`src/rtl/level_meter.sv`:
```
// Four-channel level meter: instant-attack envelope, held peak and sticky clip flags.
// Each clk_fs rise snapshots the inputs, then one channel is processed per clk_256fs cycle.
module level_meter #(
    parameter int W            = 16,
    parameter int DECAY_SHIFT  = 4,
    parameter int HOLD_SAMPLES = 4800,
    parameter int CLIP_LEVEL   = 2**(W-1) - 256
) (
    input  logic                clk_256fs,
    input  logic                rst_n,
    input  logic                clk_fs,
    input  logic signed [W-1:0] in0,
    input  logic signed [W-1:0] in1,
    input  logic signed [W-1:0] in2,
    input  logic signed [W-1:0] in3,
    input  logic                clip_clear,
    output logic [7:0]          level0,
    output logic [7:0]          level1,
    output logic [7:0]          level2,
    output logic [7:0]          level3,
    output logic [7:0]          peak0,
    output logic [7:0]          peak1,
    output logic [7:0]          peak2,
    output logic [7:0]          peak3,
    output logic [3:0]          clip,
    output logic                overrun,
    output logic                done
);
    localparam int HCW = (HOLD_SAMPLES > 0) ? $clog2(HOLD_SAMPLES + 1) : 1;
    localparam logic [HCW-1:0] HOLD_V = HCW'(HOLD_SAMPLES);
    localparam logic [W-2:0]   CLIP_V = (W-1)'(CLIP_LEVEL);
    localparam logic [W-2:0]   MAG_MAX = '1;
    localparam logic signed [W-1:0] IN_MIN = {1'b1, {(W-1){1'b0}}};

    typedef enum logic [2:0] {IDLE, SNAP, CH0, CH1, CH2, CH3, DONE} state_t;

    state_t                state_q, state_d;
    logic                  fs_q, fs_d;
    logic                  arm_q, arm_d;
    logic signed [W-1:0]   snap_q [4];
    logic signed [W-1:0]   snap_d [4];
    logic [W-2:0]          env_q [4];
    logic [W-2:0]          env_d [4];
    logic [W-2:0]          pk_q [4];
    logic [W-2:0]          pk_d [4];
    logic [HCW-1:0]        hc_q [4];
    logic [HCW-1:0]        hc_d [4];
    logic [7:0]            level_q [4];
    logic [7:0]            level_d [4];
    logic [7:0]            peak_q [4];
    logic [7:0]            peak_d [4];
    logic [3:0]            clip_q, clip_d;
    logic                  overrun_q, overrun_d;
    logic                  done_q, done_d;

    logic                  strobe;
    logic                  active;
    logic [1:0]            ch;
    logic signed [W-1:0]   x;
    logic [W-2:0]          mag;
    logic [W-2:0]          dec;
    logic [W-2:0]          env_new;
    logic [W-2:0]          pk_new;
    logic [HCW-1:0]        hc_new;

    always_comb begin
        // arm_q blocks a clk_fs that is already high when reset releases
        strobe    = clk_fs & ~fs_q & arm_q;
        fs_d      = clk_fs;
        arm_d     = arm_q | ~clk_fs;
        state_d   = state_q;
        snap_d    = snap_q;
        env_d     = env_q;
        pk_d      = pk_q;
        hc_d      = hc_q;
        level_d   = level_q;
        peak_d    = peak_q;
        clip_d    = clip_clear ? 4'b0000 : clip_q;
        overrun_d = clip_clear ? 1'b0 : overrun_q;
        active    = 1'b0;
        ch        = 2'd0;

        case (state_q)
            IDLE: if (strobe) state_d = SNAP;
            SNAP: begin
                snap_d[0] = in0;
                snap_d[1] = in1;
                snap_d[2] = in2;
                snap_d[3] = in3;
                state_d   = CH0;
            end
            CH0:  begin active = 1'b1; ch = 2'd0; state_d = CH1;  end
            CH1:  begin active = 1'b1; ch = 2'd1; state_d = CH2;  end
            CH2:  begin active = 1'b1; ch = 2'd2; state_d = CH3;  end
            CH3:  begin active = 1'b1; ch = 2'd3; state_d = DONE; end
            DONE: state_d = IDLE;
            default: state_d = IDLE;
        endcase

        if (strobe && state_q != IDLE) overrun_d = 1'b1;

        x = snap_q[ch];
        if (x == IN_MIN)  mag = MAG_MAX;
        else if (x[W-1])  mag = (W-1)'(-x);
        else              mag = x[W-2:0];

        dec = env_q[ch] >> DECAY_SHIFT;
        if (dec == '0) dec = (W-1)'(1);
        if (mag >= env_q[ch])      env_new = mag;
        else if (env_q[ch] != '0)  env_new = env_q[ch] - dec;
        else                       env_new = env_q[ch];

        // Peak is held for HOLD_SAMPLES updates, then follows the input down
        if (mag >= pk_q[ch]) begin
            pk_new = mag;
            hc_new = HOLD_V;
        end else if (hc_q[ch] != '0) begin
            pk_new = pk_q[ch];
            hc_new = hc_q[ch] - HCW'(1);
        end else begin
            pk_new = mag;
            hc_new = hc_q[ch];
        end

        if (active) begin
            env_d[ch]   = env_new;
            pk_d[ch]    = pk_new;
            hc_d[ch]    = hc_new;
            level_d[ch] = env_new[W-2:W-9];
            peak_d[ch]  = pk_new[W-2:W-9];
            if (mag >= CLIP_V) clip_d[ch] = 1'b1;
        end

        done_d = (state_d == DONE);
    end

    always_ff @(posedge clk_256fs or negedge rst_n) begin
        if (!rst_n) begin
            state_q   <= IDLE;
            fs_q      <= 1'b0;
            arm_q     <= 1'b0;
            clip_q    <= 4'b0000;
            overrun_q <= 1'b0;
            done_q    <= 1'b0;
            for (int i = 0; i < 4; i++) begin
                snap_q[i]  <= '0;
                env_q[i]   <= '0;
                pk_q[i]    <= '0;
                hc_q[i]    <= '0;
                level_q[i] <= '0;
                peak_q[i]  <= '0;
            end
        end else begin
            state_q   <= state_d;
            fs_q      <= fs_d;
            arm_q     <= arm_d;
            clip_q    <= clip_d;
            overrun_q <= overrun_d;
            done_q    <= done_d;
            snap_q    <= snap_d;
            env_q     <= env_d;
            pk_q      <= pk_d;
            hc_q      <= hc_d;
            level_q   <= level_d;
            peak_q    <= peak_d;
        end
    end

    assign level0  = level_q[0];
    assign level1  = level_q[1];
    assign level2  = level_q[2];
    assign level3  = level_q[3];
    assign peak0   = peak_q[0];
    assign peak1   = peak_q[1];
    assign peak2   = peak_q[2];
    assign peak3   = peak_q[3];
    assign clip    = clip_q;
    assign overrun = overrun_q;
    assign done    = done_q;

endmodule
```
`config.mk`:
```
export PLATFORM = sky130hd
export DESIGN_NAME = level_meter
export DESIGN_NICKNAME = d
export VERILOG_FILES = /design/src/rtl/level_meter.sv
export SDC_FILE = /design/constraint.sdc
export NUM_CORES = 1
export LEC_CHECK = 0
export CAP_MARGIN = 40
export CELL_PAD_IN_SITES_DETAIL_PLACEMENT = 1
export CELL_PAD_IN_SITES_GLOBAL_PLACEMENT = 2
export CORE_ASPECT_RATIO = 1.5
export CORE_UTILIZATION = 33
export DETAILED_ROUTE_END_ITERATION = 10
export PLACE_DENSITY = 0.75
export RECOVER_POWER = 50
export SYNTH_ARGS = -nofsm -noshare
export SYNTH_HDL_FRONTEND = slang
export SYNTH_SLANG_ARGS = --single-unit
```
`constraint.sdc`:
```
create_clock -name clk_256fs -period 5 [get_ports clk_256fs]
set_clock_uncertainty 0.1 [all_clocks]
set_input_delay 0.5 -clock clk_256fs [delete_from_list [all_inputs] [get_ports clk_256fs]]
set_output_delay 0.5 -clock clk_256fs [all_outputs]
set_load 0.05 [all_outputs]
```
Word level (Yosys, flattened, before mapping) --
Index checks and enable logic that the tools add are counted.
Cells by class: add/sub/neg operators 3, bitwise operators 7, reductions and logical operators 10, eq/ne operators 7, $lt $le $gt $ge 7, muxes and demuxes 43
Operator list (count):
- 15-bit 2-to-1 mux | 11
- 60-bit bitwise mux | 2
- 13-bit 2-to-1 mux | 5
- 32-bit bitwise mux | 2
- 15-bit binary-select mux with 2-bit select | 2
- 52-bit bitwise mux | 1
- 16-bit binary-select mux with 2-bit select | 1
- 16-bit 2-to-1 mux | 2
- 15-bit demux with 2-bit select | 1
- 15-bit greater-or-equal comparator | 2
- 13-bit binary-select mux with 2-bit select | 1
- 13-bit demux with 2-bit select | 1
- 3-bit one-hot mux with 6 select lines | 1
- 8-bit demux with 2-bit select | 1
- 16-bit == test, second input constant | 1
- 15-bit greater-or-equal comparator, second input constant | 1
- 15-bit logical NOT | 1
- 15-bit negation | 1
- 15-bit nonzero test | 1
- 15-bit subtractor | 1
- 13-bit nonzero test | 1
- 13-bit by 1-bit subtractor with 13-bit output, second input constant | 1
- 4-bit 2-to-1 mux | 3
- 11-bit 2-to-1 mux | 1
- other kinds (22) | 32
Storage, ports and cells: flip-flop bits (word level) 311

Depth between registers and ports, before layout --
depth after elaboration 12, mapped depth 26, gate-level depth less buffers 21

Worst setup path after synthesis --
OpenSTA, ideal clock, no wires.
kind flip-flop to flip-flop, from register state_q[0], to register pk_q[1] in the netlist's numbering, data arrival time 5.151 ns, path slack -0.415 ns, setup time 0.165 ns, period minus slack after synthesis 5.415 ns, stages on the path, launching flop included 25, path through dfrtp_1 -> buf_6 -> nand2_1 -> buf_2 -> mux2i_1 -> o22ai_1 -> inv_1 -> ha_1 -> o211ai_1 -> or4_4 -> nor3_1 -> nor3_1 -> a21oi_1 -> ha_1 -> a21o_1 -> a21o_1 -> a21o_1 -> a21oi_1 -> nor2_1 -> a2111oi_2 -> o21ai_2 -> buf_2 -> buf_2 -> o211ai_1 -> o311ai_0
Between the ends: cells in the longest elaborated chain, start to end 12, elaborated cells between the ends (all ways) 31
RTL lines:
- start: declaration | line 37 | state_t state_q, state_d;
- start signal: assignment | line 154 | state_q <= state_d;
- 3-bit == test / 3-bit by 2-bit == test with 1-bit output (equally long branches) | line 83 | case (state_q)
- 2-bit one-hot mux with 3 select lines | line 83
- 2-bit inverter with 3-bit output (implied by the code)
- 16-bit binary-select mux with 2-bit select | line 102 | x = snap_q[ch];
- 16-bit 2-to-1 mux (implied by the code) (2 in a row) | line 102
- 15-bit negation | line 104 | else if (x[W-1]) mag = (W-1)'(-x);
- 15-bit 2-to-1 mux | line 104
- 15-bit 2-to-1 mux | line 103 | if (x == IN_MIN) mag = MAG_MAX;
- 15-bit greater-or-equal comparator / 15-bit 2-to-1 mux (equally long branches) | line 114, 117
- 15-bit 2-to-1 mux | line 114 | if (mag >= pk_q[ch]) begin
- 60-bit bitwise mux | line 127 | pk_d[ch] = pk_new;
- end signal: assignment | line 162 | pk_q <= pk_d;
- end: declaration | line 44 | logic [W-2:0] pk_q [4];
Several ways; a longest one is shown, not always the timed one. The select of a mux whose other input is x is not followed. A chain may end at the register's enable or synchronous reset.

Worst setup path in the final report --
from register state_q[0], to register env_q[33] in the netlist's numbering
Between the ends: cells in the longest elaborated chain, start to end 12, elaborated cells between the ends (all ways) 31
RTL lines:
- 3-bit == test / 3-bit by 2-bit == test with 1-bit output (equally long branches) | line 83
- 2-bit one-hot mux with 3 select lines | line 83
- 2-bit inverter with 3-bit output (implied by the code)
- 16-bit binary-select mux with 2-bit select / 15-bit binary-select mux with 2-bit select (equally long branches)
- 16-bit 2-to-1 mux (implied by the code) / 15-bit 2-to-1 mux (equally long branches) (2 in a row)
- 15-bit negation / 15-bit logical NOT (equally long branches) | line 104, 108
- 15-bit 2-to-1 mux / 11-bit 2-to-1 mux (equally long branches) | line 104, 108
- 15-bit 2-to-1 mux / 15-bit subtractor (equally long branches) | line 103, 110
- 15-bit greater-or-equal comparator / 15-bit 2-to-1 mux (equally long branches) | line 109, 110
- 15-bit 2-to-1 mux | line 109 | if (mag >= env_q[ch]) env_new = mag;
- 60-bit bitwise mux | line 126 | env_d[ch] = env_new;
- end signal: assignment | line 161 | env_q <= env_d;
- end: declaration | line 42 | logic [W-2:0] env_q [4];
Several ways; a longest one is shown, not always the timed one. The select of a mux whose other input is x is not followed.

==> metrics.txt <==
# TYPE chip_impl_metric gauge
chip_impl_metric{name="timing.final.max_slew_violations",unit=""} 104
chip_impl_metric{name="pin_count_of_the_biggest_net_entering_global_routing",unit=""} 105
chip_impl_metric{name="period_needed",unit="ns"} 4.99
chip_impl_metric{name="clock_latency_at_the_later_pin_of_the_worst_skew_pair",unit="ns"} 0.57
chip_impl_metric{name="rows",unit=""} 93
chip_impl_metric{name="hold_viol_final",unit=""} 0
chip_impl_metric{name="fmax",unit="GHz"} 0.200
chip_impl_metric{name="via_count",unit=""} 12600
chip_impl_metric{name="clkSlewWorstSetupHoldPaths",unit="ns"} 0.06
chip_impl_info{name="clock_tree_from_tritoncts",value="yes"} 1
chip_impl_metric{name="final-setup-viol-count",unit=""} 0
chip_impl_metric{name="number_of_enable_flip_flop_cells_after_synthesis",unit=""} 0
chip_impl_metric{name="rrSetupSlack",unit="ns"} 0.006
chip_impl_metric{name="fp.dieArea",unit="mm²"} 0.0448
chip_impl_info{name="crit_path_frequent_cell",value="sky130_fd_sc_hd__buf_6"} 1
chip_impl_metric{name="fin_crit_sh",unit="%"} 99.9
chip_impl_metric{name="drt-total-wl",unit="µm"} 49000
chip_impl_metric{name="worst_path_largest_cell_delay",unit="ns"} 0.55
chip_impl_info{name="critPathKind",value="register to register"} 1
chip_impl_metric{name="io-pin-count",unit=""} 138
chip_impl_info{name="unrepaired_setup_endpoints_after_global_routing",value="true"} 1
chip_impl_metric{name="slew-limit-headroom",unit="%"} -87.1
chip_impl_metric{name="crit_required",unit="ns"} 5.31
chip_impl_info{name="hold_path.startpoint",value="arm_q"} 1
chip_impl_metric{name="fillerInstances",unit=""} 4766
chip_impl_metric{name="fin_tns_setup",unit="ns"} 0
chip_impl_metric{name="globalRouteTotalUtil",unit="%"} 21.3
chip_impl_metric{name="post_synthesis_compound_gate_area_fraction",unit="%"} 17.4
chip_impl_metric{name="final_hpwl_dp",unit="µm"} 34300
chip_impl_info{name="synth.top_cells.by_area",value="sky130_fd_sc_hd__dfrtp_1, sky130_fd_sc_hd__mux2_2, sky130_fd_sc_hd__nand2_1"} 1
chip_impl_info{name="violations_in_the_final_reports",value="capacitance limit, slew limit"} 1
chip_impl_info{name="critPathCaptureType",value="register"} 1
chip_impl_info{name="synth_area_leader_cell",value="sky130_fd_sc_hd__dfrtp_1"} 1
chip_impl_metric{name="post_synth_and_or_nand_nor_area_fraction",unit="%"} 15.0
chip_impl_metric{name="htreeDepth",unit=""} 1
chip_impl_metric{name="grt_pass1_wl",unit="µm"} 75600
chip_impl_metric{name="synthDominantCellAreaShare",unit="%"} 42.6
chip_impl_info{name="crit_path_start_kind",value="register"} 1
chip_impl_info{name="slowest_stage",value="sky130_fd_sc_hd__or4_4"} 1
chip_impl_metric{name="timing_worst_slew_pin_value",unit="ns"} 2.81
chip_impl_info{name="critical_path.startpoint",value="state_q[0]"} 1
chip_impl_metric{name="syn2layout_area_growth",unit="%"} 32.9
chip_impl_metric{name="diodes",unit=""} 0
chip_impl_metric{name="port_buffers",unit=""} 137
chip_impl_metric{name="drv.max_cap_violation_count",unit=""} 1
chip_impl_metric{name="adder_cell_share_of_the_synthesized_area",unit="%"} 3.33
chip_impl_metric{name="total_drc_errors_in_the_routed_layout",unit=""} 0
chip_impl_metric{name="synth.ff_latch_count",unit=""} 247
chip_impl_metric{name="stdcell_count",unit=""} 2294
chip_impl_metric{name="post_detailed_route_count_of_antenna_violating_nets",unit=""} 0
chip_impl_info{name="critical_r2r_launch",value="state_q[0]"} 1
chip_impl_metric{name="detail_route.vias_per_cell",unit=""} 5.48
chip_impl_info{name="dominantRegCellSynth",value="sky130_fd_sc_hd__dfrtp_1"} 1
chip_impl_metric{name="synth.net_count",unit=""} 1614
chip_impl_metric{name="yosys_warnings",unit=""} 0
chip_impl_metric{name="critical_path.max_fanout",unit=""} 6
chip_impl_metric{name="floorplan.core_area",unit="mm²"} 0.0432
chip_impl_info{name="largest_family_of_logic_cells_by_synthesized_area",value="compound AO/OA/AOI/OAI gates"} 1
chip_impl_metric{name="chip_height",unit="µm"} 259
chip_impl_metric{name="syn_area",unit="mm²"} 0.0145
chip_impl_metric{name="final_design_utilization",unit="%"} 44.7
chip_impl_metric{name="final_net_count",unit=""} 1812
chip_impl_metric{name="clkSinkCount",unit=""} 247
chip_impl_metric{name="layout-drive-gt1-share",unit="%"} 28.6
chip_impl_info{name="crit_path_cell_trace",value="buf_6, a211o_1, a2111oi_4, a31oi_4, or4_4, or3_4, nand2_4, mux2i_4, inv_2, buf_6, ha_4, a21o_1, a211oi_2, nor2b_4, a21o_1, o31a_4, buf_6, mux2i_4, buf_4, o21ai_1"} 1
chip_impl_metric{name="cts-buffers-inserted",unit=""} 28
chip_impl_metric{name="initial_core_util",unit="%"} 33.6
chip_impl_metric{name="grt_pass1_vias",unit=""} 13300
chip_impl_metric{name="average_footprint_of_a_synthesized_cell",unit="µm²"} 9.63
chip_impl_metric{name="route.detailed.wl_per_inst",unit="µm"} 21.4
chip_impl_metric{name="die_width",unit="µm"} 173
chip_impl_metric{name="place_inst",unit=""} 2212
chip_impl_metric{name="syn_inst",unit=""} 1508
chip_impl_metric{name="synth-async-reset-ratio",unit="%"} 100
chip_impl_metric{name="sequential_area_share_after_synthesis",unit="%"} 42.6
chip_impl_metric{name="post_synth_xor_area_fraction",unit="%"} 1.74
chip_impl_metric{name="total_congestion_overflow",unit=""} 0
chip_impl_metric{name="detail_route.first_pass.iterations",unit=""} 5
chip_impl_info{name="critPathTopFamily",value="compound AO/OA/AOI/OAI gates"} 1
chip_impl_metric{name="count_of_buffer_and_inverter_cells_on_the_critical_path",unit=""} 5
chip_impl_info{name="outcome",value="finished with violations"} 1
chip_impl_metric{name="synth.area.mux_share",unit="%"} 12.1
chip_impl_metric{name="yosys.cell_types.count",unit=""} 84
chip_impl_metric{name="place_congestion",unit=""} 0.865
chip_impl_info{name="min_path_type",value="register to register"} 1
chip_impl_metric{name="initialDrtViolationCount",unit=""} 511
chip_impl_metric{name="grt_antenna_before_repair",unit=""} 0
chip_impl_metric{name="critPathArrivalTime",unit="ns"} 5.30
chip_impl_info{name="clockRootBuffer",value="sky130_fd_sc_hd__clkbuf_16"} 1
chip_impl_metric{name="max-clock-path-buffers",unit=""} 3
through the flow:
step	area [µm²]	setup WS [ns]	hold WS (ns)
2_1_floorplan	14600	0.00492	0.104
3_3_place_gp	17200	-0.364	0.350
3_5_place_dp	17200	-0.527	0.353
4_1_cts	18500	-0.0114	0.318
5_1_grt	19300	-0.145	0.381
6_report	19300	0.00582	0.369
layout make-up:
cell class	count	area (µm²)	area share [%]
clock buffer	38	778	4.03
multi-input combinational	1047	8110	42.0
clock inverter	10	146	0.759
sequential	247	6180	32.1
timing repair buffer	334	3180	16.5
tap	570	713	3.70
inverter	48	180	0.934
cell usage in the layout, fill, tap and decap left out, types with 22 or more instances in the layout:
master                            netlist  routed
sky130_fd_sc_hd__o21ai_0               78      38
sky130_fd_sc_hd__buf_6                  7      22
sky130_fd_sc_hd__mux2i_1               61      52
sky130_fd_sc_hd__nand3_1               29      26
sky130_fd_sc_hd__clkdlybuf4s50_1        0     135
sky130_fd_sc_hd__a221o_1               23      22
sky130_fd_sc_hd__dfrtp_1              247     246
sky130_fd_sc_hd__clkbuf_16              0      31
sky130_fd_sc_hd__inv_1                 46      40
sky130_fd_sc_hd__ha_1                  37      31
sky130_fd_sc_hd__nor2_1               109      99
sky130_fd_sc_hd__mux2_2                71      69
sky130_fd_sc_hd__o21ai_1               45      55
sky130_fd_sc_hd__o21ai_2                1      29
sky130_fd_sc_hd__a21oi_1               30      25
sky130_fd_sc_hd__o211ai_1              26      26
sky130_fd_sc_hd__nand2_1              193     179
sky130_fd_sc_hd__buf_4                 67     155
routing by layer:
layer,share of wire [%],vias to the layer above,GRT usage [%]
li1,-,5836,-
met1,40,6397,25.0
met2,53,257,39.4
met3,3.4,83,2.85
met4,3.1,0,7.72
met5,0,-,0
synth_stat cells (all sizes together) (27+ instances only):
library cell and n:
mux2i 62, a21oi 31, o211ai 27, nand3 29
nand2 193, o311ai 30, ha 37, mux2 80
nor2 110, clkbuf 64, dfrtp 247, inv 47
o21ai 124, buf 102
flip-flops by register name, summed over array words and instances (netlist names), 3 cells and up:
name and flops:
level1 8, clip 4, state_q 3, level3 8, peak0 8, env_q 36, hc_q 52, pk_q 28
peak3 8, peak2 8, snap_q 64, level0 8, peak1 8
path summary, 6_finish.rpt:
check                             end  cells after the start
hold reg to reg                 arm_q                      1
setup / recovery            env_q[33]                     20
max in group asynchronous  state_q[0]                      2
setup reg to reg            env_q[33]                     20
hold / removal                  arm_q                      1
min in group asynchronous    peak2[3]                      2
logic make-up after synthesis:
kind of cell,after synthesis
simple gates,467
flops,247
buf+inv,214
xor+xnor,28
compound gates,362
fa+ha+maj,38
mux,152
repair_timing:
action | CTS | global route
gates cloned | 1 | 4
hold endpoints to repair | 102 | 0
hold buffers | 1 | 0
resized for setup | 52 | 172
pin swaps | 16 | 28
buffers inserted | 12 | 17
setup endpoints to repair | 172 | 172
Power is not shown: default switching activity piles up to over one toggle a cycle in this logic, so the estimate is an artifact.
